File: src/rtl/fb_pkg.sv
// Shared types and constants for the frame-buffer writer.
// Holds the FSM state enum, default geometry and the slot-base helper.
package fb_pkg;

  typedef enum logic {
    S_IDLE = 1'b0,
    S_FILL = 1'b1
  } state_t;

  localparam int IMG_W_DEF  = 256;
  localparam int IMG_H_DEF  = 256;
  localparam int ADDR_W_DEF = 18;

  // First RAM word of an image slot; slots are packed back to back.
  function automatic logic [31:0] slot_base(input logic [1:0] sel,
                                            input int img_w,
                                            input int img_h);
    return 32'(sel) * 32'(img_w) * 32'(img_h);
  endfunction

endpackage

File: src/rtl/fb_addr_gen.sv
// Raster x/y counters for the frame-buffer writer; produces the full-width
// RAM address of the current pixel and a flag marking the last pixel.
module fb_addr_gen
  import fb_pkg::*;
#(
  parameter int IMG_W  = IMG_W_DEF,
  parameter int IMG_H  = IMG_H_DEF,
  parameter int ADDR_W = ADDR_W_DEF
) (
  input  logic              clk,
  input  logic              reset,
  input  logic              i_clear,
  input  logic              i_advance,
  input  logic [1:0]        i_base_sel,
  output logic [ADDR_W-1:0] o_addr,
  output logic              o_last
);

  localparam int XW = (IMG_W > 1) ? $clog2(IMG_W) : 1;
  localparam int YW = (IMG_H > 1) ? $clog2(IMG_H) : 1;
  localparam logic [XW-1:0] X_MAX = XW'(IMG_W - 1);
  localparam logic [YW-1:0] Y_MAX = YW'(IMG_H - 1);

  logic [XW-1:0] r_x;
  logic [YW-1:0] r_y;
  logic          w_x_wrap;
  logic          w_y_wrap;

  assign w_x_wrap = (r_x == X_MAX);
  assign w_y_wrap = (r_y == Y_MAX);

  always_ff @(posedge clk) begin
    if (reset || i_clear) begin
      r_x <= '0;
      r_y <= '0;
    end else if (i_advance) begin
      if (w_x_wrap) begin
        r_x <= '0;
        r_y <= w_y_wrap ? '0 : r_y + 1'b1;
      end else begin
        r_x <= r_x + 1'b1;
      end
    end
  end

  // Sum is formed at full ADDR_W width; four slots always fit the address space.
  assign o_addr = ADDR_W'(slot_base(i_base_sel, IMG_W, IMG_H))
                + ADDR_W'(r_y) * ADDR_W'(IMG_W)
                + ADDR_W'(r_x);
  assign o_last = w_x_wrap && w_y_wrap;

endmodule

File: src/rtl/fb_writer.sv
// Frame-buffer fill stage: writes a valid/ready pixel stream in raster order
// into one of four RAM image slots. Optional checksum: FB_WRITER_CHECKSUM_EN.
module fb_writer
  import fb_pkg::*;
#(
  parameter int IMG_W  = IMG_W_DEF,
  parameter int IMG_H  = IMG_H_DEF,
  parameter int ADDR_W = ADDR_W_DEF
) (
  input  logic              clk,
  input  logic              reset,
  input  logic              start,
  input  logic [1:0]        base_sel,
  input  logic [7:0]        in_data,
  input  logic              in_valid,
  output logic              in_ready,
  output logic [ADDR_W-1:0] wraddress,
  output logic [7:0]        data,
  output logic              wren,
  output logic              busy,
`ifdef FB_WRITER_CHECKSUM_EN
  output logic [15:0]       checksum,
`endif
  output logic              done
);

  state_t            r_state;
  state_t            w_state_next;
  logic [1:0]        r_base_sel;
  logic              w_accept;
  logic              w_start_acc;
  logic              w_last;
  logic [ADDR_W-1:0] w_addr;
  logic [ADDR_W-1:0] r_wraddress;
  logic [7:0]        r_data;
  logic              r_wren;
  logic              r_busy;
  logic              r_done;

  fb_addr_gen #(
    .IMG_W  (IMG_W),
    .IMG_H  (IMG_H),
    .ADDR_W (ADDR_W)
  ) u_addr_gen (
    .clk        (clk),
    .reset      (reset),
    .i_clear    (w_start_acc),
    .i_advance  (w_accept),
    .i_base_sel (r_base_sel),
    .o_addr     (w_addr),
    .o_last     (w_last)
  );

  always_ff @(posedge clk) begin
    if (reset) r_state <= S_IDLE;
    else       r_state <= w_state_next;
  end

  always_comb begin
    w_state_next = r_state;
    case (r_state)
      S_IDLE: if (start)             w_state_next = S_FILL;
      S_FILL: if (w_accept && w_last) w_state_next = S_IDLE;
      default:                       w_state_next = S_IDLE;
    endcase
  end

  // in_ready depends on state only, never on in_valid.
  always_comb begin
    in_ready    = (r_state == S_FILL);
    w_accept    = in_valid && in_ready;
    w_start_acc = (r_state == S_IDLE) && start;
  end

  always_ff @(posedge clk) begin
    if (reset) begin
      r_base_sel  <= '0;
      r_wren      <= 1'b0;
      r_wraddress <= '0;
      r_data      <= '0;
      r_busy      <= 1'b0;
      r_done      <= 1'b0;
    end else begin
      if (w_start_acc) r_base_sel <= base_sel;
      r_wren <= w_accept;
      if (w_accept) begin
        r_wraddress <= w_addr;
        r_data      <= in_data;
      end
      r_busy <= (w_state_next == S_FILL);
      r_done <= w_accept && w_last;
    end
  end

  assign wren      = r_wren;
  assign wraddress = r_wraddress;
  assign data      = r_data;
  assign busy      = r_busy;
  assign done      = r_done;

`ifdef FB_WRITER_CHECKSUM_EN
  logic [15:0] r_checksum;

  always_ff @(posedge clk) begin
    if (reset || w_start_acc) r_checksum <= '0;
    else if (w_accept)        r_checksum <= r_checksum + 16'(in_data);
  end

  assign checksum = r_checksum;
`endif

endmodule

File: config.mk
export PLATFORM = sky130hd
export DESIGN_NAME = fb_writer
export DESIGN_NICKNAME = d
export VERILOG_FILES = /design/src/rtl/fb_pkg.sv /design/src/rtl/fb_addr_gen.sv /design/src/rtl/fb_writer.sv
export SDC_FILE = /design/constraint.sdc
export NUM_CORES = 1
export LEC_CHECK = 0
export ABC_AREA = 0
export BUFFER_PORTS_ARGS = -buffer_cell sky130_fd_sc_hd__clkbuf_2
export CAP_MARGIN = 20
export CORE_AREA = 5 5 74 76
export CTS_BUF_LIST = sky130_fd_sc_hd__clkbuf_4 sky130_fd_sc_hd__clkbuf_8 sky130_fd_sc_hd__clkbuf_16
export DETAILED_ROUTE_END_ITERATION = 10
export DIE_AREA = 0 0 79 81
export GPL_ROUTABILITY_DRIVEN = 0
export PLACE_DENSITY = 0.74
export SYNTH_ARGS = -nofsm -noshare
export SYNTH_HDL_FRONTEND = slang
export SYNTH_HIERARCHICAL = 1
export SYNTH_SLANG_ARGS = --single-unit
File: constraint.sdc
create_clock -name clk -period 1.6 [get_ports clk]
set_input_delay 0 -clock clk [delete_from_list [all_inputs] [get_ports clk]]
set_output_delay 0 -clock clk [all_outputs]
set_load 0.01 [all_outputs]
==> results of run 1 <==
[through the flow]
step	hold WS (ps)	setup WS, ps
global route	41.6	-7.25
detailed placement	251	57.1
finish	19.9	103
floorplan	156	32.9
CTS	20.1	8.35
global placement	247	160
[worst max-delay path, cell delays in order]
cell and delay (ps):
dlygate4sd3_1 540, clkbuf_2 120, nand2_1 110, inv_2 70
buf_4 140, and3_1 200, and3_2 230, a41oi_1 200
nor3_1 70
[timing repair]
item | in CTS | in global routing
resized for setup | 0 | 3
setup endpoints to repair | 0 | 5
buffers inserted | 0 | 3
endpoints found under the hold margin | 12 | 0
hold buffers | 11 | 0
[metal layers]
| metal | vias to the layer above | wire length [µm] | track usage |
|---|---|---|---|
| li1 | 920 | - | - |
| met1 | 893 | 2200 | 0.202 |
| met2 | 64 | 2570 | 0.295 |
| met3 | 8 | 278 | 0.0388 |
| met4 | 0 | 70 | 0.0584 |
| met5 | - | 0 | 0 |
[sequential cells by signal (all words and copies together) (netlist names)]
name and count:
busy 1, data 8, done 1, r_base_sel 2, u_addr_gen/r_x 8, u_addr_gen/r_y 8, wraddress 18, wren 1
[cells by family after synthesis]
logic type / after synthesis / share of synthesized area
AND/OR/NAND/NOR: 81 / 0.198
buffers and inverters: 23 / 0.0801
adder cells (fa/ha/maj): 2 / 0.0111
multiplexers: 1 / 0.00445
XOR/XNOR: 8 / 0.0312
AO/OA/AOI/OAI: 66 / 0.257
flip-flops: 47 / 0.418
[placed cells by master (no fill, tap or decap), drive strengths merged]
| cell | count |
|---|---|
| clkbuf | 48 |
| dfxtp | 47 |
| a21oi | 31 |
| nand3 | 30 |
| a21bo | 26 |
| buf | 14 |
| nor2 | 13 |
| dlygate4sd3 | 11 |
| nand2 | 9 |
| nor3 | 6 |
| xor2 | 5 |
| nand4 | 5 |
| nand2b | 3 |
| xnor2 | 3 |
| and4 | 3 |
| nand4bb | 2 |
| o21ai | 2 |
| bufinv | 2 |
| or2 | 2 |
| nor4 | 2 |
| nand3b | 2 |
| inv | 2 |
| a211oi | 2 |
| and3 | 2 |
| ha | 2 |
| nor2b | 1 |
| nor3b | 1 |
| clkinvlp | 1 |
| a21o | 1 |
| a32o | 1 |
| a41oi | 1 |
| o21a | 1 |
| a311oi | 1 |
| mux2i | 1 |
[final timing paths]
path / from / end / slack, ps / cells after the start
setup / recovery: in_valid / u_addr_gen/r_x[7] / 100 / 9
hold / removal: start / r_base_sel[1] / 20 / 3
setup reg to reg: u_addr_gen/r_y[2] / u_addr_gen/r_y[5] / 120 / 4
hold reg to reg: r_base_sel[1] / wraddress[17] / 480 / 2
[power by group]
part / switching (µW) / internal [µW]
sequential: 9.46 / 1190
clock: 398 / 623
combinational: 117 / 75.4
[layout make-up]
class                   instances  area (µm²)
repair buffers                 68         430
inverters                       2        7.51
flip-flops and latches         47         945
clock inverters                 3        67.6
clock buffers                   5        68.8
fillers                       401        1940
multi-input cells             158        1130
well taps                      54        67.6
==> run summary, run 1 <==
status = finished clean
Initial Util = 0.482
syn_nets = 244
CP Data Arrival Time = 1680 ps
CTS Root Cell = clkbuf_8
DR DRC count = 0
FFs w/ async S/R, synth = 0
setup violators final = 0
Mapped Area = 2250 µm²
count of unique library cells instantiated by Yosys = 41
clk_lat worst skew = 300 ps
Clock Skews = 4.73 ps
final WL = 5.12 mm
placed cells = 315
post-layout min period = 1500 ps
Commonest cells post-synth = dfxtp_1 (47), nand3_1 (30), a21bo_1 (24), a21oi_2 (24), nor2_1 (13)
gate count of the mapped netlist = 228
Final TNS setup = 0 ps
Final Power = 2410 µW
syn avg cell area = 9.86 µm²
GRT Total Usage = 0.168
vias in the first global route = 1,853
core region area = 4660 µm²
PortBufs = 43
IO Count = 44
share of layout cells above drive strength 1 = 0.367
Power per Cell Area = 887 nW/µm²
Starting DRT DRC Count = 80
Post-synth EDFFs = 0
max-slew violation count = 0
antenna-violating nets left = 0
endpoints failing hold = 0
clock sink total = 47
Antenna Cells = 0
Die ar. = 6400 µm²
chip height = 81 µm
CP Launch Type = input pin
first-pass GRT wire length = 8.60 mm
Least-Margin Pin Slew = 510 ps
placed instance area = 2440 µm²
Final Util = 0.583
Area growth, synth to finish = 20.8%
sequential cell area fraction in the yosys report = 0.418
Peak Freq = 0.668 GHz
Clk pin slew, worst setup/hold paths = 90 ps
CP Data Required Time = 1780 ps
Yosys top cell by area = dfxtp_1
Layout Cells excl Fill = 337
CTS H-tree depth = 2
first-pass detailed-route iteration total = 4
fin crit share = 0.936
largest net degree at the start of global routing = 53
Worst Path Max Fanout = 4
drt wl/cell = 15.2 µm
clk buf depth = 2
fin area = 2720 µm²
crit path kind = input pin to register
nets@finish = 298
VDD IR max = 417 µV
vias = 1,885
Max Cap Violations = 0
most frequent cell after synthesis = dfxtp_1
largest cells by area after synthesis = dfxtp_1 (42%), a21bo_1 (11%), a21oi_2 (9.3%)
CTS tree = built
dominant synthesized flop cell = dfxtp_1
post-DP HPWL = 3.27 mm
Crit. End Element = register
antenna violations before repair = 0
Seq cells post-synth = 47
Worst Hold Class = input pin to register
Slew HR = 0.660
die width = 79 µm
total gr overflow = 0
Num CTS Buffers = 5
Avg Vias per Cell = 5.59
Lkg Pwr = 0.00103 µW
Ys Warns = 6
post-synth top area share = 0.418
Rows = 25
Power figures use the tool's default switching activity.
==> inputs of run 2 (changes only) <==
- ABC_AREA: 0 -> 1
- CORE_AREA: 5 5 74 76 -> 5 5 70 72
- CTS_CLUSTER_SIZE: default -> 12
- DIE_AREA: 0 0 79 81 -> 0 0 75 77
==> run 2 against run 1 <==
Against the previous run: synthesized cell count up 14%; first-iteration DRC count up 24%; clock skew up 1.4 ps.
==> run summary, run 2 <==
Seq cells post-synth = 47 (unchanged)
FFs w/ async S/R, synth = 0 (unchanged)
CP Data Arrival Time = 1610 ps (-70 ps)
clk buf depth = 2 (unchanged)
DR DRC count = 0 (unchanged)
Lkg Pwr = 0.00105 µW (+2.3%)
crit path kind = register to register
max-slew violation count = 0 (unchanged)
most frequent cell after synthesis = nor2_1
Peak Freq = 0.709 GHz (+6.1%)
cts hold-fix bufs = 10 (-1)
Rows = 24 (-4.0%)
sequential power share = 0.546 (+0.050)
Power per Cell Area = 942 nW/µm² (+6.3%)
endpoints failing hold = 0 (unchanged)
total gr overflow = 0 (unchanged)
power share of the clock group = 0.346 (-0.078)
Buf/Inv on CP = 1 (-3)
syn avg cell area = 7.52 µm² (-24%)
Max Cap Violations = 0 (unchanged)
CTS H-tree depth = 2 (unchanged)
Top cell by count, worst path = nand2_1
Worst R2R Start = u_addr_gen/r_x[0]
clk_lat worst skew = 300 ps (about the same)
die width = 75 µm (-5.1%)
clock sink total = 47 (unchanged)
CTS tree = built
core region area = 4230 µm² (-9.2%)
Clock Skews = 6.12 ps (+1.40 ps)
Worst Hold Class = input pin to register
Largest delay share family, worst path = simple AND/OR/NAND/NOR gates
Slew HR = 0.766 (+0.106)
filler instances = 402 (+0.25%)
IO Count = 44 (unchanged)
CP Capture Point = u_addr_gen/r_y[7]
Largest register FFs = 18 (unchanged)
flop2flop setup slack = 190 ps (+70 ps)
Post-synth EDFFs = 0 (unchanged)
post-DP HPWL = 3.04 mm (-7.0%)
PortBufs = 43 (unchanged)
Initial Util = 0.462 (-0.0205)
post-CTS setup buffers = 0 (unchanged)
depth of the worst register-to-register path = 8 (+4)
post-synth top area share = 0.481 (+0.0627)
combinational power share = 0.108 (+0.028)
Yosys top cell by area = dfxtp_1
Least-Margin Pin Slew = 351 ps (-159 ps)
Antenna Cells = 0 (unchanged)
CP Launch Type = register
unrepaired setup endpoints after global routing = no
Avg Vias per Cell = 4.69 (-16%)
CTS Root Cell = clkbuf_8
Worst Path Max Fanout = 8 (+4)
Switch Pwr = 539 µW (+2.8%)
vias in the first global route = 1,691 (-8.7%)
Starting DRT DRC Count = 99 (+24%)
Mapped Area = 1960 µm² (-13%)
Post-CTS Resized = 0 (unchanged)
Crit. End Element = register
share of layout cells above drive strength 1 = 0.237 (-0.130)
status = finished clean
setup violators final = 0 (unchanged)
vias = 1,726 (-8.4%)
critical-path cell list = ha_1 -> nand2_1 -> nor2_4 -> nand2_4 -> clkinv_8 -> nand3_2 -> nand2_1 -> nor2_1
Area growth, synth to finish = 23.4%
commonest non-fill, non-tap cell in the layout = nor2_1
largest net degree at the start of global routing = 33 (-38%)
CP startpoint = u_addr_gen/r_x[0]
post-layout min period = 1410 ps (-86.4 ps)
final WL = 4.24 mm (-17%)
Sw Share = 0.237 (+0.0194)
Final TNS setup = 0 ps (unchanged)
antenna violations before repair = 0 (unchanged)
Worst path depth = 8 (-1)
CP peak stage delay = 400 ps (-140 ps)
Num CTS Buffers = 5 (unchanged)
dominant synthesized flop cell = dfxtp_1
antenna-violating nets left = 0 (unchanged)
nets@finish = 331 (+11%)
gate count of the mapped netlist = 260 (+14%)
Ys Warns = 6 (unchanged)
Die ar. = 5780 µm² (-9.8%)
first-pass detailed-route iteration total = 4 (unchanged)
first-pass GRT wire length = 7.16 mm (-17%)
count of unique library cells instantiated by Yosys = 29 (-29%)
Final Util = 0.570 (-0.0128)
internal power = 1730 µW (-7.9%)
largest cells by area after synthesis = dfxtp_1 (48%), nor2_1 (16%), o21ai_0 (7.9%)
CP Data Required Time = 1800 ps (+20 ps)
GRT Total Usage = 0.156 (-0.0116)
worst reg2reg endpoint = u_addr_gen/r_y[7]
fin crit share = 0.882 (-0.0540)
sequential cell area fraction in the yosys report = 0.481 (+0.0627)
most frequent cells in the layout = nor2_1 (81), dfxtp_1 (47), clkbuf_2 (43)
VDD IR max = 600 µV (+44%)
drt wl/cell = 11.5 µm (-24%)
Clk pin slew, worst setup/hold paths = 80 ps (about the same)
Commonest cells post-synth = nor2_1 (81), dfxtp_1 (47), o21ai_0 (31)
Max stage delay cell, worst path = dfxtp_1
chip height = 77 µm (-4.9%)
syn_nets = 276 (+13%)
==> run 2: worst min-delay path by stage <==
stage                     start             to  slack [ps]  cells past startpoint
floorplan                 reset           done          70                      1
global placement          reset           done         220                      2
detailed placement        reset           done         230                      2
CTS                 base_sel[1]  r_base_sel[1]           4                      5
global route        base_sel[1]  r_base_sel[1]          50                      5
finish              base_sel[1]  r_base_sel[1]           1                      5
==> run 2: cells by family (layout without fill, tap and decap cells) <==
kind of cell	Yosys count	count (layout)	share of synthesized area
AOI/OAI and AO/OA	47	47	0.131
xor gates and xnor gates	1	1	0.00448
adders and majority gates	2	2	0.0128
buffers and inverters	31	87	0.0813
DFF	47	47	0.481
and+or+nand+nor	132	132	0.289
==> run 2: per-layer routing <==
metal  wire (µm)  vias to the layer above  track usage
met5           0                        -            0
met4          92                        0       0.0569
met3         242                       10       0.0444
met2        2000                       39        0.264
met1        1900                      745        0.183
li1            -                      932            -
==> run 2: through the flow <==
stage	hold WS (ps)	instances	worst slack, ps	total power, µW	cell area [µm²]
after global placement	224	350	246	1490	2210
after CTS	3.73	368	187	2310	2410
final	1.26	368	189	2270	2410
after global routing	49.7	368	31.8	2390	2410
after floorplan	72.0	260	30.7	1410	1960
after detailed placement	225	350	213	1500	2210
==> run 2: tightest hold or removal path, delay by kind of cell <==
family,cells,cell delay (ps)
buffers and inverters,2,130
and+or+nand+nor,3,140
==> run 2: layout make-up <==
| type | instances | area (µm²) | share of cell area |
|---|---|---|---|
| inverter | 20 | 87.6 | 0.0363 |
| multi-input combinational | 182 | 856 | 0.355 |
| clock buffer | 8 | 104 | 0.0430 |
| tap | 52 | 65.1 | 0.0270 |
| sequential | 47 | 941 | 0.390 |
| timing repair buffer | 59 | 360 | 0.149 |
==> run 2: power by group through the flow <==
stage / Combinational [µW] / Sequential [µW] / Clock [µW]
after floorplan: 127 / 1290 / 0
after global placement: 225 / 1270 / 0
after detailed placement: 229 / 1270 / 0
after CTS: 249 / 1240 / 815
after global routing: 283 / 1250 / 859
final: 245 / 1240 / 788
==> inputs of run 3 (changes only) <==
- GPL_TIMING_DRIVEN: default -> 0
==> run 3 against run 2 <==
Against the previous run: utilization increased by 1.5 points; cell area increased by 2.7%; total power increased by 6.3%; critical path type unchanged; largest cell class unchanged; largest power group unchanged; highest routed layer unchanged.
==> run summary, run 3 (same netlist as run 2, synthesis figures left out) <==
status = finished clean
CTS tree = built
Starting DRT DRC Count = 124 (+25%)
Rows = 24 (unchanged)
fin crit share = 0.917 (+0.0347)
first-pass GRT wire length = 7.42 mm (+3.8%)
Clk pin slew, worst setup/hold paths = 90 ps (about the same)
combinational power share = 0.106 (-0.002)
Sw Share = 0.237 (-0.000502)
Avg Vias per Cell = 4.79 (+2.2%)
depth of the worst register-to-register path = 9 (+1)
post-DP HPWL = 3.02 mm (-0.69%)
Largest register FFs = 18 (unchanged)
CTS Root Cell = clkbuf_8
Num CTS Buffers = 5 (unchanged)
Worst Path Max Fanout = 15 (+7)
clock sink total = 47 (unchanged)
total gr overflow = 0 (unchanged)
Antenna Cells = 0 (unchanged)
core region area = 4230 µm² (unchanged)
Final Power = 2420 µW (+6.3%)
CP Launch Type = register
GRT Total Usage = 0.161 (+0.00482)
critical-path cell list = nand2_4 -> inv_6 -> nand2_2 -> nor2_4 -> nand2_4 -> clkinv_8 -> nand3_2 -> nand2_1 -> nor2_1
Crit. End Element = register
Die ar. = 5780 µm² (unchanged)
internal power = 1840 µW (+6.3%)
Least-Margin Pin Slew = 405 ps (+54.0 ps)
max-slew violation count = 0 (unchanged)
CP Data Required Time = 1800 ps (about the same)
die width = 75 µm (unchanged)
largest net degree at the start of global routing = 16 (-52%)
Initial Util = 0.462 (unchanged)
PortBufs = 43 (unchanged)
IO Count = 44 (unchanged)
CP peak stage delay = 400 ps (about the same)
CP Data Arrival Time = 1670 ps (+60 ps)
Clock Skews = 5.53 ps (-0.593 ps)
VDD IR max = 627 µV (+4.6%)
commonest non-fill, non-tap cell in the layout = nor2_1
power share of the clock group = 0.380 (+0.034)
chip height = 77 µm (unchanged)
post-layout min period = 1470 ps (+55.6 ps)
clk_lat worst skew = 300 ps (about the same)
placed instance area = 2240 µm² (+1.2%)
first-pass detailed-route iteration total = 4 (unchanged)
Power per Cell Area = 975 nW/µm² (+3.5%)
Peak Freq = 0.682 GHz (-3.8%)
Slew HR = 0.730 (-0.0357)
nets@finish = 336 (+1.5%)
DR DRC count = 0 (unchanged)
unrepaired setup endpoints after global routing = no
Switch Pwr = 572 µW (+6.0%)
fin area = 2480 µm² (+2.7%)
Worst Hold Class = input pin to register
clk buf depth = 2 (unchanged)
setup violators final = 0 (unchanged)
share of layout cells above drive strength 1 = 0.246 (+0.00876)
Lkg Pwr = 0.00108 µW (+2.6%)
most frequent cells in the layout = nor2_1 (80), dfxtp_1 (46), clkbuf_2 (44)
Max stage delay cell, worst path = dfxtp_2
antenna violations before repair = 0 (unchanged)
vias = 1,788 (+3.6%)
endpoints failing hold = 0 (unchanged)
antenna-violating nets left = 0 (unchanged)
Area growth, synth to finish = 26.7%
sequential power share = 0.514 (-0.032)
CTS H-tree depth = 2 (unchanged)
crit path kind = register to register
drt wl/cell = 11.7 µm (+1.8%)
Hold Crit Depth = 5 (unchanged)
final WL = 4.37 mm (+3.1%)
Max Cap Violations = 0 (unchanged)
Top cell by count, worst path = nand2_4
vias in the first global route = 1,752 (+3.6%)
## run 3: changes by cell type in the layout (fill, tap and decap cells not counted), moves of 2 or more
cell,previous run,this run
buf_4,6,4
buf_6,0,2
clkbuf_1,0,3
inv_6,0,2
## run 3: critical path: cells and delay by family, from the launching register on
kind | cells | cell delay, ps
and+or+nand+nor | 7 | 720
buffers and inverters | 2 | 230
DFF | 1 | 400
## run 3: power by group through the flow
stage                     sequential, µW  clock, µW  combinational, µW
after floorplan                     1290          0                127
after global placement              1270          0                232
after detailed placement            1270          0                236
after CTS                           1240        941                255
after global routing                1250        994                291
final                               1240        918                255
## run 3: final cells by class
class / count / area (µm²)
Timing Repair Buffer: 54 / 323
Clock buffer: 6 / 82.6
Sequential cell: 47 / 942
Multi-Input combinational cell: 182 / 868
Clock inverter: 2 / 38.8
Fill cell: 396 / 1760
Inverter: 20 / 92.6
Tap cell: 52 / 65.1
Buffer: 10 / 66.3
## run 3: metrics by stage
| step | cells | worst slack (ps) | TNS [ps] | hold WS, ps | utilization |
|---|---|---|---|---|---|
| after floorplan | 260 | 30.7 | 0 | 72.0 | - |
| after global placement | 355 | -215 | -1860 | 222 | 0.528 |
| after detailed placement | 355 | -227 | -1930 | 225 | 0.528 |
| after CTS | 372 | 29.5 | 0 | 5.61 | 0.580 |
| after global routing | 373 | 3.42 | 0 | 9.35 | 0.585 |
| final | 373 | 133 | 0 | 11.9 | 0.585 |
## run 3: timing repair
item                                    CTS  global route
endpoints found under the setup margin   13             9
hold buffers                             10             0
pin swaps                                 0             1
buffers inserted                          0             1
endpoints found under the hold margin    11             0
gates resized for setup                   2             4
## run 3: path summary, 6_finish.rpt
kind,slack [ps],from,endpoint
worst min-delay path,10,base_sel[0],r_base_sel[0]
worst min register to register,490,wraddress[5],wraddress[5]
worst max-delay path,130,busy,u_addr_gen/r_y[7]
worst max register to register,130,busy,u_addr_gen/r_y[7]
## run 3: routing by layer
metal  share of wire  vias to the layer above  GRT usage
met5               0                        -          0
li1                -                      939          -
met3           0.061                        9     0.0562
met2            0.48                       51      0.268
met4           0.018                        0     0.0623
met1            0.44                      789      0.184
